===== config.mk =====
export PLATFORM = sky130hd
export DESIGN_NAME = affine_addr_gen
export DESIGN_NICKNAME = d
export VERILOG_FILES = /design/src/rtl/affine_addr_gen.sv
export SDC_FILE = /design/constraint.sdc
export NUM_CORES = 1
export LEC_CHECK = 0
export BUFFER_PORTS_ARGS = -buffer_cell sky130_fd_sc_hd__buf_4
export CORE_MARGIN = 4
export CORE_UTILIZATION = 40
export CTS_CLUSTER_DIAMETER = 60
export DETAILED_ROUTE_END_ITERATION = 8
export PLACE_DENSITY = 0.6
export SYNTH_ARGS = -nofsm -noshare
export SYNTH_HDL_FRONTEND = slang
export SYNTH_SLANG_ARGS = --single-unit
export TNS_END_PERCENT = 100

===== constraint.sdc =====
create_clock -name clk -period 17.25 [get_ports clk]
set_clock_uncertainty 0.2 [all_clocks]
set_input_delay 0 -clock clk [delete_from_list [all_inputs] [get_ports clk]]
set_output_delay 0 -clock clk [all_outputs]
set_load 0.02 [all_outputs]

===== src/rtl/affine_addr_gen.sv =====
// affine_addr_gen: DIMS-deep affine address walker; start/offset/extent/stride config in, addr_out/addr_valid/addr_ready/addr_last handshake out, busy/done status
module affine_addr_gen #(
  parameter int WIDTH = 16,
  parameter int DIMS  = 3
) (
  input  logic                  clk,
  input  logic                  rst_n,
  input  logic                  start,
  input  logic [WIDTH-1:0]      offset,
  input  logic [DIMS*WIDTH-1:0] extent,
  input  logic [DIMS*WIDTH-1:0] stride,
  output logic [WIDTH-1:0]      addr_out,
  output logic                  addr_valid,
  input  logic                  addr_ready,
  output logic                  addr_last,
  output logic                  busy,
  output logic                  done
);
  typedef enum logic [1:0] {IDLE, RUN, FINISH} state_t;
  state_t state_q, state_d;
  logic [WIDTH-1:0] addr_q, addr_d, step;
  logic valid_q, valid_d, last_q, last_d, done_q, done_d, carry, any_zero;
  logic [DIMS-1:0][WIDTH-1:0] idx_q, idx_d, ext_q, ext_d, str_q, str_d;
  always_comb begin
    state_d  = state_q;
    addr_d   = addr_q;
    valid_d  = valid_q;
    done_d   = 1'b0;
    idx_d    = idx_q;
    ext_d    = ext_q;
    str_d    = str_q;
    step     = '0;
    carry    = 1'b1;
    any_zero = 1'b0;
    for (int d = 0; d < DIMS; d++) any_zero |= (extent[d*WIDTH +: WIDTH] == '0);
    if (state_q == IDLE && start) begin
      ext_d   = extent;
      str_d   = stride;
      idx_d   = '0;
      state_d = any_zero ? FINISH : RUN;
      valid_d = !any_zero;
      done_d  = any_zero;
      addr_d  = any_zero ? addr_q : offset;
    end else if (state_q == RUN && valid_q && addr_ready) begin
      // ripple the carry upward; the first dimension that absorbs it supplies the jump
      for (int d = 0; d < DIMS; d++) begin
        if (carry) begin
          if (idx_q[d] == ext_q[d] - WIDTH'(1)) begin
            idx_d[d] = '0;
          end else begin
            idx_d[d] = idx_q[d] + WIDTH'(1);
            step     = str_q[d];
            carry    = 1'b0;
          end
        end
      end
      state_d = carry ? FINISH : RUN;
      valid_d = !carry;
      done_d  = carry;
      addr_d  = addr_q + step;
    end else if (state_q == FINISH) begin
      state_d = IDLE;
    end
    last_d = valid_d;
    for (int d = 0; d < DIMS; d++) last_d &= (idx_d[d] == ext_d[d] - WIDTH'(1));
  end
  always_ff @(posedge clk) begin
    if (!rst_n) begin
      state_q <= IDLE;
      addr_q  <= '0;
      valid_q <= 1'b0;
      last_q  <= 1'b0;
      done_q  <= 1'b0;
      idx_q   <= '0;
      ext_q   <= '0;
      str_q   <= '0;
    end else begin
      state_q <= state_d;
      addr_q  <= addr_d;
      valid_q <= valid_d;
      last_q  <= last_d;
      done_q  <= done_d;
      idx_q   <= idx_d;
      ext_q   <= ext_d;
      str_q   <= str_d;
    end
  end
  assign addr_out   = addr_q;
  assign addr_valid = valid_q;
  assign addr_last  = last_q;
  assign done       = done_q;
  assign busy       = state_q != IDLE;
endmodule


==> reports/qor.txt <==
=====================================================================================
Antenna violations before repair                                                    0
Worst-path clk slew                                                           0.08 ns
Run status                                                               complete, no violations
Routed len/inst                                                               20.5 µm
Post-cts resize count                                                               0
Final cell count without fillers                                                 2357
Fraction of power spent switching nets                                          37.3%
Top flip-flop cell by instance count after synthesis                     sky130_fd_sc_hd__dfxtp_1
Dominant cells by area after synthesis                                   sky130_fd_sc_hd__dfxtp_1 26%, sky130_fd_sc_hd__nand2_1 8.5%, sky130_fd_sc_hd__xnor2_1 6.1%
Number of buffers inserted for hold repair after clock tree synthesis             119
Unrepaired setup endpoints after global routing                                    no
Async SR Flop Fraction                                                             0%
Minimum setup slack in the final design                                      10.50 ns
Post-synthesis sequential area ratio                                            25.9%
Clock tree from TritonCTS                                                       built
Detailed-routing iteration count for the pre-antenna-repair pass                    6
Pin count of the biggest net entering global routing                               90
CTS Root Buffer Type                                                     sky130_fd_sc_hd__clkbuf_16
Area share of the largest cell type after synthesis                             25.9%
Clock power frac                                                                32.4%
DRC marker count from the first detailed-route iteration                         1257
Number of synthesis warnings                                                        0
Die Area                                                                    34800 µm²
Cell Area, Synth                                                            12700 µm²
Detail Placement HPWL                                                        35200 µm
Max Fclk                                                                    0.148 GHz
Post-synthesis cell type count                                                     84
Critical Path Start Type                                                     register
Worst endpoint required time                                                 17.39 ns
Top Ports                                                                         136
Post-Synthesis Net Count                                                         1918
Total power consumption of the routed design                                  1.26 mW
Vias                                                                            14.0k
Category of the worst setup path capture point                               register
Final number of hold-violating endpoints                                            0
Grt ovf                                                                             0
Drt drc                                                                             0
Overall die width                                                              187 µm
Buffers from clock root to sink, at most                                            2
Total clock buffers created by CTS                                                 17
Placed cells                                                                     2207
Internal power                                                                 790 µW
Total Nets Final                                                                 2086
Remaining number of nets flagged by the antenna check after routing                 0
Height of the chip                                                             187 µm
Post-place setup slack                                                       11.03 ns
Wire length after detailed routing                                           48300 µm
Later-pin clock latency in the skew report                                    0.46 ns
H-tree levels                                                                       4
Starting density of the core                                                    40.5%
Area delta synth->final                                                         23.2%
Post-CTS setup repair buffer count                                                  0
Mean area per synthesized cell                                               7.18 µm²
Library cell with the largest summed area after synthesis                sky130_fd_sc_hd__dfxtp_1
Tmin final                                                                    6.75 ns
Overall fraction of global-route tracks in use                                  26.9%
Antenna diode count                                                                 0
Core area                                                                   31500 µm²
Class of the most critical hold timing path                                 in -> reg
Seq cells post-synth                                                              165
Largest vdd supply drop                                                   0.0000749 V
Routed vias/inst                                                                 5.92
Site row count                                                                     65
Power per standard cell area                                              80.3 nW/µm²
Crit path DAT                                                                 6.88 ns
Critical path class                                                        reg -> reg
Leak Pwr                                                                      5.97 nW
Number of enable-type register cells in the synthesized netlist                     0
Most frequent standard cell in the layout excluding fill and tap cells   sky130_fd_sc_hd__nand2_1
Port Buffers                                                                      135
Combinational power share                                                       33.5%
Switching power of the nets                                                    470 µW
Number of cells produced by synthesis                                            1775
Worst Max-Slew Pin Slew                                                       1.08 ns
Number of global-route vias before repair                                       13.3k
Instance area at placement                                                  13900 µm²
Global placer's final weighted congestion                                       0.984
Number of sinks driven by the clock tree                                          165
CP Max Fanout                                                                      29
Final worst hold slack                                                      0.0181 ns
Highest-count cells in the layout ignoring fill and taps                 288 x sky130_fd_sc_hd__nand2_1, 172 x sky130_fd_sc_hd__nor2_1, 165 x sky130_fd_sc_hd__dfxtp_1
Normalized max-slew margin                                                      27.3%
Count of endpoints failing setup in the final report                                0
Max cap viols                                                                       0
Proportion of power drawn by flip-flops and latches                             34.1%
Global-route wire length before repair                                       75600 µm
Core occupancy in the finished layout                                           49.9%
Sum of negative setup slack                                                      0 ns
Final number of max-transition violations                                           0
Share of layout cells above drive strength 1                                    11.5%
Non-Filler Cell Area, Final                                                 15700 µm²
Tcrit/Tclk final                                                                39.1%
=====================================================================================
[sequential cells by signal (all words and copies together) (netlist names)]
name / cells
ext_q: 48
idx_q: 48
str_q: 48
addr_out: 16
state_q: 2
addr_last: 1
addr_valid: 1
done: 1
[critical path, cell delays in order, from the launching register on]
cell                            delay (ns)
sky130_fd_sc_hd__dfxtp_1              0.41
sky130_fd_sc_hd__inv_1                0.09
sky130_fd_sc_hd__ha_1                 0.19
sky130_fd_sc_hd__or4b_4               0.51
sky130_fd_sc_hd__o41ai_2              0.34
sky130_fd_sc_hd__o2111a_1             0.26
sky130_fd_sc_hd__or4b_4               0.50
sky130_fd_sc_hd__or4_4                0.79
sky130_fd_sc_hd__a22oi_1              0.27
sky130_fd_sc_hd__o21ai_0              0.11
sky130_fd_sc_hd__ha_1                 0.25
sky130_fd_sc_hd__fa_1                 0.40
sky130_fd_sc_hd__a21oi_1              0.14
sky130_fd_sc_hd__nor2_1               0.06
sky130_fd_sc_hd__nor2_1               0.16
sky130_fd_sc_hd__o21bai_1             0.08
sky130_fd_sc_hd__a21oi_1              0.23
sky130_fd_sc_hd__o21bai_1             0.13
sky130_fd_sc_hd__a41oi_1              0.29
sky130_fd_sc_hd__nor2b_1              0.19
sky130_fd_sc_hd__xor2_1               0.16
sky130_fd_sc_hd__nand2_1              0.06
sky130_fd_sc_hd__o21ai_0              0.11
sky130_fd_sc_hd__a21oi_1              0.09
sky130_fd_sc_hd__dlygate4sd3_1        0.60
[area by class of cell]
| type | count | area (µm²) |
|---|---|---|
| clock buffers | 18 | 429 |
| clock inverters | 13 | 165 |
| fillers | 3094 | 15800 |
| inverters | 31 | 119 |
| multi-input cells | 1458 | 8850 |
| flip-flops and latches | 165 | 3300 |
| well taps | 402 | 503 |
| repair buffers | 270 | 2320 |
[synth_stat cells (5+ instances only)]
cell / count
sky130_fd_sc_hd__a211oi_1: 18
sky130_fd_sc_hd__a21o_1: 10
sky130_fd_sc_hd__a21oi_1: 152
sky130_fd_sc_hd__a22oi_1: 24
sky130_fd_sc_hd__a311oi_1: 6
sky130_fd_sc_hd__a31oi_1: 26
sky130_fd_sc_hd__a32oi_1: 5
sky130_fd_sc_hd__and2_1: 11
sky130_fd_sc_hd__and3_1: 24
sky130_fd_sc_hd__and4_1: 5
sky130_fd_sc_hd__buf_1: 6
sky130_fd_sc_hd__buf_2: 6
sky130_fd_sc_hd__clkbuf_1: 106
sky130_fd_sc_hd__dfxtp_1: 165
sky130_fd_sc_hd__ha_1: 26
sky130_fd_sc_hd__inv_1: 30
sky130_fd_sc_hd__mux2i_1: 37
sky130_fd_sc_hd__nand2_1: 288
sky130_fd_sc_hd__nand2b_1: 16
sky130_fd_sc_hd__nand3_1: 54
sky130_fd_sc_hd__nand3b_1: 11
sky130_fd_sc_hd__nand4_1: 27
sky130_fd_sc_hd__nor2_1: 172
sky130_fd_sc_hd__nor2b_1: 13
sky130_fd_sc_hd__nor3_1: 68
sky130_fd_sc_hd__nor3b_1: 8
sky130_fd_sc_hd__nor4_1: 34
sky130_fd_sc_hd__o2111ai_1: 8
sky130_fd_sc_hd__o211ai_1: 16
sky130_fd_sc_hd__o21a_1: 5
sky130_fd_sc_hd__o21ai_0: 77
sky130_fd_sc_hd__o22ai_1: 9
sky130_fd_sc_hd__o31ai_1: 6
sky130_fd_sc_hd__or2_2: 9
sky130_fd_sc_hd__or3_1: 15
sky130_fd_sc_hd__or4_1: 18
sky130_fd_sc_hd__xnor2_1: 89
sky130_fd_sc_hd__xor2_1: 71
[per-layer routing]
| metal | share of wire [%] | track usage, % | vias to the layer above | routed length [µm] |
|---|---|---|---|---|
| met5 | 0 | 0 | - | 0 |
| met4 | 3.9 | 11.2 | 0 | 1870 |
| met3 | 6.4 | 4.15 | 107 | 3110 |
| met2 | 47 | 44.8 | 559 | 22700 |
| met1 | 43 | 34.9 | 6579 | 20600 |
| li1 | - | - | 6706 | - |
[power groups by stage]
stage	Sequential [mW]	Clock (mW)	Combinational, mW
after floorplan	0.430	0	0.268
after global placement	0.438	0	0.390
after detailed placement	0.438	0	0.391
after CTS	0.429	0.414	0.415
after global routing	0.433	0.429	0.458
final	0.430	0.408	0.422
[kinds of logic (layout without fill, tap and decap cells)]
family,count (synthesis),count (layout),synth area share [%]
fa+ha+maj,27,27,2.71
buf+inv,152,332,4.68
flops,165,165,25.9
mux,41,41,3.26
compound gates,430,430,21.6
simple gates,798,798,30.4
xor+xnor,162,162,11.3
[path summary, 6_finish.rpt]
| check | start | endpoint | slack, ns | cells past startpoint |
|---|---|---|---|---|
| setup / recovery | ext_q[16]$_SDFF_PN0_ | addr_out[10]$_SDFFE_PN0P_ | 10.50 | 24 |
| hold / removal | start | ext_q[8]$_SDFF_PN0_ | 0.02 | 4 |
| setup reg to reg | ext_q[16]$_SDFF_PN0_ | addr_out[10]$_SDFFE_PN0P_ | 10.50 | 24 |
| hold reg to reg | str_q[21]$_SDFFE_PN0P_ | str_q[21]$_SDFFE_PN0P_ | 0.25 | 2 |
No activity file was read; power rests on OpenSTA's default activity.
